$ cat config.mk
export PLATFORM = sky130hd
export DESIGN_NAME = bk_multiword_adder_top
export DESIGN_NICKNAME = d
export VERILOG_FILES = /design/src/rtl/bk_mw_pkg.sv /design/src/rtl/bk_multiword_adder_top.sv /design/src/rtl/brent_kung_adder_nbit.sv /design/src/rtl/bk_multiword_add_ctrl.sv
export SDC_FILE = /design/constraint.sdc
export NUM_CORES = 2
export LEC_CHECK = 0
export BUFFER_PORTS_ARGS = -buffer_cell sky130_fd_sc_hd__buf_4
export CAP_MARGIN = 10
export CORE_AREA = 2 2 300 302
export DETAILED_ROUTE_END_ITERATION = 10
export DIE_AREA = 0 0 302 304
export SLEW_MARGIN = 20
export SYNTH_ARGS = -nofsm -noshare
export SYNTH_HDL_FRONTEND = slang
export SYNTH_SLANG_ARGS = --single-unit
$ cat constraint.sdc
create_clock -name clk -period 43.8 [get_ports clk]
set_clock_uncertainty 0.05 [all_clocks]
set_input_delay 6.57 -clock clk [delete_from_list [all_inputs] [get_ports clk]]
set_output_delay 6.57 -clock clk [all_outputs]
set_load 0.02 [all_outputs]
$ cat src/rtl/bk_mw_pkg.sv
// Shared types and helpers for the multi-word Brent-Kung addition controller.
package bk_mw_pkg;

   typedef enum logic [1:0] {
      IDLE = 2'd0,
      RUN  = 2'd1,
      DONE = 2'd2
   } state_t;

   // Slice counter width; a single-slice build still needs one bit.
   function automatic int cnt_width(input int n_words);
      return (n_words <= 1) ? 1 : $clog2(n_words);
   endfunction

endpackage

$ cat src/rtl/bk_multiword_adder_top.sv
// Integration wrapper: multi-word controller plus its Brent-Kung slice adder.
// Optional BK_MW_SIGNED_OVF_EN exposes the signed overflow flag.
module bk_multiword_adder_top #(
   parameter int ADDER_SIZE = 64,
   parameter int N_WORDS    = 4,
   localparam int WIDE      = ADDER_SIZE * N_WORDS
) (
   input  logic            clk,
   input  logic            rst,
   input  logic            in_valid,
   output logic            in_ready,
   input  logic [WIDE-1:0] in_op1,
   input  logic [WIDE-1:0] in_op2,
   input  logic            in_cin,
   output logic            out_valid,
   input  logic            out_ready,
   output logic [WIDE-1:0] out_res,
   output logic            out_cout
`ifdef BK_MW_SIGNED_OVF_EN
   ,
   output logic            out_ovf
`endif
);

   logic [ADDER_SIZE-1:0] add_op1;
   logic [ADDER_SIZE-1:0] add_op2;
   logic [ADDER_SIZE-1:0] add_res;
   logic                  add_cin;
   logic                  add_cout;

   bk_multiword_add_ctrl #(.ADDER_SIZE(ADDER_SIZE), .N_WORDS(N_WORDS)) u_ctrl (
      .clk       (clk),
      .rst       (rst),
      .in_valid  (in_valid),
      .in_ready  (in_ready),
      .in_op1    (in_op1),
      .in_op2    (in_op2),
      .in_cin    (in_cin),
      .add_op1   (add_op1),
      .add_op2   (add_op2),
      .add_cin   (add_cin),
      .add_res   (add_res),
      .add_cout  (add_cout),
      .out_valid (out_valid),
      .out_ready (out_ready),
      .out_res   (out_res),
      .out_cout  (out_cout)
`ifdef BK_MW_SIGNED_OVF_EN
      ,
      .out_ovf   (out_ovf)
`endif
   );

   brent_kung_adder_nbit #(.N(ADDER_SIZE)) u_adder (
      .in_op1  (add_op1),
      .in_op2  (add_op2),
      .cin     (add_cin),
      .out_res (add_res),
      .cout    (add_cout)
   );

endmodule

$ cat src/rtl/brent_kung_adder_nbit.sv
// Combinational N-bit Brent-Kung parallel-prefix adder with carry-in and carry-out.
module brent_kung_adder_nbit #(
   parameter int N = 64
) (
   input  logic [N-1:0] in_op1,
   input  logic [N-1:0] in_op2,
   input  logic         cin,
   output logic [N-1:0] out_res,
   output logic         cout
);

   logic [N-1:0] gen;
   logic [N-1:0] prop;
   logic [N-1:0] grp_g;
   logic [N-1:0] grp_p;

   always_comb begin
      gen   = in_op1 & in_op2;
      prop  = in_op1 ^ in_op2;
      grp_g = gen;
      grp_p = prop;
      // Up-sweep builds power-of-two spans, down-sweep fills the remaining prefixes.
      for (int d = 1; d < N; d = d * 2) begin
         for (int i = 2 * d - 1; i < N; i = i + 2 * d) begin
            grp_g[i] = grp_g[i] | (grp_p[i] & grp_g[i-d]);
            grp_p[i] = grp_p[i] & grp_p[i-d];
         end
      end
      for (int d = N / 4; d >= 1; d = d / 2) begin
         for (int i = 3 * d - 1; i < N; i = i + 2 * d) begin
            grp_g[i] = grp_g[i] | (grp_p[i] & grp_g[i-d]);
            grp_p[i] = grp_p[i] & grp_p[i-d];
         end
      end
      out_res[0] = prop[0] ^ cin;
      for (int i = 1; i < N; i++) begin
         out_res[i] = prop[i] ^ (grp_g[i-1] | (grp_p[i-1] & cin));
      end
      cout = grp_g[N-1] | (grp_p[N-1] & cin);
   end

endmodule

$ cat src/rtl/bk_multiword_add_ctrl.sv
// Sequential wide adder controller: streams ADDER_SIZE slices through an external adder.
// Optional BK_MW_SIGNED_OVF_EN adds a registered two's-complement overflow output.
module bk_multiword_add_ctrl
   import bk_mw_pkg::*;
#(
   parameter int ADDER_SIZE = 64,
   parameter int N_WORDS    = 4,
   localparam int WIDE      = ADDER_SIZE * N_WORDS
) (
   input  logic                  clk,
   input  logic                  rst,
   input  logic                  in_valid,
   output logic                  in_ready,
   input  logic [WIDE-1:0]       in_op1,
   input  logic [WIDE-1:0]       in_op2,
   input  logic                  in_cin,
   output logic [ADDER_SIZE-1:0] add_op1,
   output logic [ADDER_SIZE-1:0] add_op2,
   output logic                  add_cin,
   input  logic [ADDER_SIZE-1:0] add_res,
   input  logic                  add_cout,
   output logic                  out_valid,
   input  logic                  out_ready,
   output logic [WIDE-1:0]       out_res,
   output logic                  out_cout
`ifdef BK_MW_SIGNED_OVF_EN
   ,
   output logic                  out_ovf
`endif
);

   localparam int CNT_W = cnt_width(N_WORDS);
   localparam logic [CNT_W-1:0] LAST = CNT_W'(N_WORDS - 1);

   state_t           state;
   state_t           state_nxt;
   logic [WIDE-1:0]  op1_q;
   logic [WIDE-1:0]  op2_q;
   logic [WIDE-1:0]  res_q;
   logic [WIDE-1:0]  res_shift;
   logic             carry_q;
   logic [CNT_W-1:0] cnt_q;
   logic             accept;
   logic             last_slice;

   assign add_op1    = op1_q[ADDER_SIZE-1:0];
   assign add_op2    = op2_q[ADDER_SIZE-1:0];
   assign add_cin    = carry_q;
   assign out_res    = res_q;
   assign out_cout   = carry_q;
   assign last_slice = (cnt_q == LAST);

   always_ff @(posedge clk or posedge rst) begin
      if (rst) state <= IDLE;
      else     state <= state_nxt;
   end

   always_comb begin
      state_nxt = state;
      in_ready  = 1'b0;
      out_valid = 1'b0;
      accept    = 1'b0;
      case (state)
         IDLE: begin
            in_ready = !rst;
            accept   = in_valid && !rst;
            if (accept) state_nxt = RUN;
         end
         RUN: begin
            if (last_slice) state_nxt = DONE;
         end
         DONE: begin
            out_valid = 1'b1;
            if (out_ready) state_nxt = IDLE;
         end
         default: state_nxt = IDLE;
      endcase
   end

   // Result fills from the top so the first (least significant) slice ends up at bit 0.
   always_comb begin
      res_shift = res_q >> ADDER_SIZE;
      res_shift[WIDE-1 -: ADDER_SIZE] = add_res;
   end

   always_ff @(posedge clk or posedge rst) begin
      if (rst) begin
         op1_q   <= '0;
         op2_q   <= '0;
         res_q   <= '0;
         carry_q <= 1'b0;
         cnt_q   <= '0;
      end else if (accept) begin
         op1_q   <= in_op1;
         op2_q   <= in_op2;
         carry_q <= in_cin;
         cnt_q   <= '0;
      end else if (state == RUN) begin
         op1_q   <= op1_q >> ADDER_SIZE;
         op2_q   <= op2_q >> ADDER_SIZE;
         res_q   <= res_shift;
         carry_q <= add_cout;
         cnt_q   <= last_slice ? cnt_q : cnt_q + 1'b1;
      end
   end

`ifdef BK_MW_SIGNED_OVF_EN
   // Carry into the MSB is a^b^sum at that bit; overflow when it differs from carry out.
   always_ff @(posedge clk or posedge rst) begin
      if (rst) begin
         out_ovf <= 1'b0;
      end else if (state == RUN && last_slice) begin
         out_ovf <= add_op1[ADDER_SIZE-1] ^ add_op2[ADDER_SIZE-1] ^
                    add_res[ADDER_SIZE-1] ^ add_cout;
      end
   end
`endif

endmodule

Word level (Yosys, flattened, before mapping)
Index checks and enable logic that the tools add are counted.

operators by class
  reductions and logical operators = 7
  muxes and demuxes = 16
  bitwise logic cells = 555
  $add $sub $neg = 1
  equality and inequality tests = 7

operators with widths
  operator               count
  $mux W256              4
  $and A1 B1 Y1          304
  $or A1 B1 Y1           184
  $and A64 B64 Y64       1
  $xor A1 B1 Y1          64
  $xor A64 B64 Y64       1
  $mux W2                6
  $ne A2 B1 Y1 const B   3
  $pmux W2 S3            1
  $mux W1                5
  $eq A2 B2 Y1 const B   2
  $reduce_and A2 Y1      2
  $reduce_and A3 Y1      1
  $add A2 B1 Y2 const B  1
  $eq A2 B1 Y1 const B   1
  $logic_not A2 Y1       1
  $ne A2 B2 Y1 const B   1
  $reduce_bool A2 Y1     1
  $logic_and A1 B1 Y1    1
  $logic_not A1 Y1       1
  $not A1 Y1             1

storage, ports and cells
  word-level logic and storage cells = 592
  register bits = 773
  output and inout bits = 259
  input port bits = 517

Depth between registers and ports, before layout
  depth after elaboration = 23
  gate-level depth with buffers = 10

Hierarchy
A second synthesis with hierarchy kept.

second synthesis, totals
  cells, all modules = 4,003
  area total of the unflattened synthesis = 35,601.6 sq um

modules (own cells, without submodules)
  module                 cells each  sequential area each (sq um)  times used  area an instance (sq um)
  bk_multiword_add_ctrl  3,627       19,343.6                      1           32,703.9
  brent_kung_adder_nbit  376         0.0                           1           2,897.8

Least setup slack after synthesis
No wires, ideal clock.

  path kind = input -> output
  start point = in rst
  end point = out in_ready
  path slack = 30.077 ns
  buffers on the path = 0
  data arrival time = 7.103 ns
  required time = 37.180 ns
  cell stages on the path = 1
  cell sequence = nor3_1

between the ends
  word-level cells in the longest chain between the ends = 2

ends and longest elaborated chain
  item                               line                          RTL
  from (decl)                        bk_multiword_adder_top.sv:9   input logic rst,
  $logic_not A1 Y1 (no source line)  n/a
  $mux W1                            bk_multiword_add_ctrl.sv:63   case (state)
  to (decl)                          bk_multiword_adder_top.sv:11  output logic in_ready,

No other way between the ends.

Final worst setup path
Ends and elaborated chain as after synthesis.

==> run_results.csv <==
group,metric,value,unit
final_layout,final_common_cell,"nand2_1",
floorplan,fp.dieH,304,um
yosys,yosys_warnings,0,
cts,clkTransAtPathRegs,0.05,ns
detailed_routing,via_per_inst,5.10,
detailed_routing,dr.pass1.iters,5,
timing,post-route-period-util,0.320,
detailed_routing,drc,0,
final_layout,drive_gt1_frac,0.202,
yosys,syn_area,0.0344,mm2
setup_path,crit_path_end_kind,"output pin",
cts,numCtsBuffers,84,
setup_path,start_kind,"primary input",
cts,cts_tree,"done",
pwr,leakagePower,21.4,nW
final_layout,utilization,0.492,
hold_path,hold-path-cell-count,2,
yosys,synth_async_sr_flop_share,1.00,
yosys,synth_cells,4066,
cts,cts-root-buf,"clkbuf_16",
timing,tns,0,ns
final_layout,finalNetCount,5267,
yosys,synthTopCellsByArea,"dfrtp_1, nand2_1, a31oi_1",
yosys,synth.top_cell.area_share,0.562,
setup_path,cp_slowest_stage_delay,0.44,ns
timing,final_hold_viol_count,0,
final_layout,multi_input_area,0.0140,mm2
setup_path,path_cells,"buf_4 > nor3_1 > buf_4",
setup_path,worstSetupPathType,"primary input to output pin",
yosys,syn-num-nets,4649,
final_layout,regArea,0.0193,mm2
timing,relSlewSlack,0.250,
cts,post-cts-setup-buffers,0,
pwr,ir_drop,61.5,uV
global_route,antenna_found_initial,33,
setup_path,cp.required,37.18,ns
global_route,overflow,0,
yosys,synthFlopType,"dfrtp_1",
pwr,power.share.switching,0.433,
final_layout,fill_cells,8711,
yosys,synth.area.mux_share,0,
detailed_routing,num_vias,30300,
yosys,synth_xor_area_frac,0.00636,
setup_path,critical-path-slowest-cell,"nor3_1",
floorplan,die_x,302,um
placed_design,dp_cells,5773,
setup_path,crit_top_cell,"buf_4",
yosys,ys_seq_area_frac,0.562,
pwr,power_density,83.0,mW/mm2
cts,hold_buffers,0,
detailed_routing,drt_iter0_markers,2552,
yosys,synth.avg_cell_area,8.46,um2
run,drv_cap,0,
detailed_routing,ant_nets,0,
final_layout,final_cell_mix,"nand2_1, buf_4, dfrtp_1, nor2_1, a31oi_1",
global_route,grt_use_total,0.260,
setup_path,cp_max_fo,3,
pwr,p_comb_frac,0.434,
pwr,clockPowerShare,0.200,
placed_design,place_ws,29.79,ns
floorplan,start_util,0.386,
detailed_routing,routedWlPerCell,20.5,um
floorplan,fp.dieArea,0.0918,mm2
yosys,synth_top_family_by_area,"simple AND/OR/NAND/NOR gates",
final_layout,fin_cells,5940,
cts,cts-resized-gates,0,
yosys,yosysTopAreaCell,"dfrtp_1",
cts,clock_sinks,773,
floorplan,rows,110,
pwr,seqPwrFrac,0.366,
timing,drv_slew,0,
cts,cts.path.max_buffers,3,
pwr,internal_power,2.06,mW
setup_path,critPathArrivalTime,7.40,ns
yosys,synth-seq-cells,773,
global_route,grt_pass1_vias,28800,
final_layout,synthToLayoutAreaGrowth,27.4,%
hold_path,hp-class,"register to register",
pwr,switching_power,1.57,mW
setup_path,r2r_cells,7,
timing,max_slew.worst_pin.slew,1.13,ns
cts,htreeDepth,3,
timing,max_freq,71.3,MHz
floorplan,num_io_pins,776,
timing,finalCriticalPeriod,14.02,ns
yosys,synth_edf_count,0,
final_layout,stdcell_area,0.0438,mm2
timing,rsz0062_at_grt,"false",
yosys,synth_fa_ha_area_frac,0.0242,
global_route,grt_pass1_wl,181,mm
yosys,synth_compound_area_frac,0.128,
yosys,ys_types,60,
timing,worst_slack,29.78,ns
placed_design,placed_cell_area,0.0410,mm2
placed_design,place_hpwl,88.3,mm
detailed_routing,wl,122,mm
yosys,yosys.area_share.simple,0.247,
floorplan,core_area,0.0890,mm2
cts,clk_latency,0.63,ns
placed_design,gp_congestion,0.867,
outcome,status,"finished, final reports clean",
placed_design,io_buffers,775,
timing,setup_violations,0,
global_route,grt_max_degree,201,
[power groups by stage]
| stage | clock network [mW] | logic (mW) | registers [mW] |
|---|---|---|---|
| final | 0.727 | 1.58 | 1.33 |
| after global routing | 0.770 | 1.76 | 1.37 |
| after CTS | 0.742 | 1.59 | 1.34 |
| after detailed placement | 0 | 1.58 | 1.35 |
| after global placement | 0 | 1.56 | 1.34 |
| after floorplan | 0 | 0.983 | 1.33 |
[sequential cells by signal, indices dropped and copies added (netlist names)]
signal / flops
u_ctrl.op1_q: 256
u_ctrl.op2_q: 256
u_ctrl.out_res: 256
u_ctrl.cnt_q: 2
u_ctrl.state: 2
u_ctrl.add_cin: 1
[per-stage QoR]
step                power [mW]  hold WS [ns]
floorplan                 2.32         0.453
finish                    3.64         0.421
detailed placement        2.93         0.414
global route              3.90         0.435
CTS                       3.67         0.428
global placement          2.90         0.408
[critical path: cells and delay by family]
family        cells  cell delay [ns]
simple gates      1             0.44
buf+inv           2             0.39
[per-layer routing]
| layer | share of wire | GRT usage |
|---|---|---|
| met1 | 0.42 | 0.342 |
| met2 | 0.48 | 0.424 |
| met3 | 0.064 | 0.0557 |
| met4 | 0.029 | 0.0944 |
| met5 | 0.00089 | 0 |
[cell type report]
class / instances / share of cell area
timing repair buffer: 807 / 0.140
multi-input combinational: 2995 / 0.319
antenna: 20 / 0.00114
tap: 1176 / 0.0336
clock inverter: 24 / 0.00790
sequential: 773 / 0.441
clock buffer: 122 / 0.0558
inverter: 23 / 0.00214
[cells in the mapped netlist (6+ instances only)]
cell type	count
nand2b_1	6
a31oi_1	387
nand2_1	1688
a21oi_1	39
ha_1	65
o21ai_0	181
xnor2_1	19
dfrtp_1	773
clkbuf_1	270
o31ai_1	16
and3_1	11
nor3_1	17
nor3b_1	13
nand3_1	16
inv_1	23
nand4_1	8
xor2_1	6
a21boi_0	6
nor2_1	403
a21o_1	16
nor2b_1	7
o21a_1	11
[cell families after synthesis]
kind of cell             count (synthesis)
buffers and inverters                  298
XOR/XNOR                                25
AO/OA/AOI/OAI                          712
adder cells (fa/ha/maj)                 66
flip-flops                             773
AND/OR/NAND/NOR                       2192
[worst paths after layout]
path                            slack [ns]                   to               start
worst max register to register       39.43    u_ctrl.op2_q[175]     u_ctrl.state[0]
max in group asynchronous            33.71    u_ctrl.op2_q[111]                 rst
min in group asynchronous             6.04  u_ctrl.out_res[190]                 rst
worst min-delay path                  0.42   u_ctrl.out_res[57]  u_ctrl.out_res[57]
worst min register to register        0.42   u_ctrl.out_res[57]  u_ctrl.out_res[57]
worst max-delay path                 29.78             in_ready                 rst
Power figures use the tool's default switching activity.
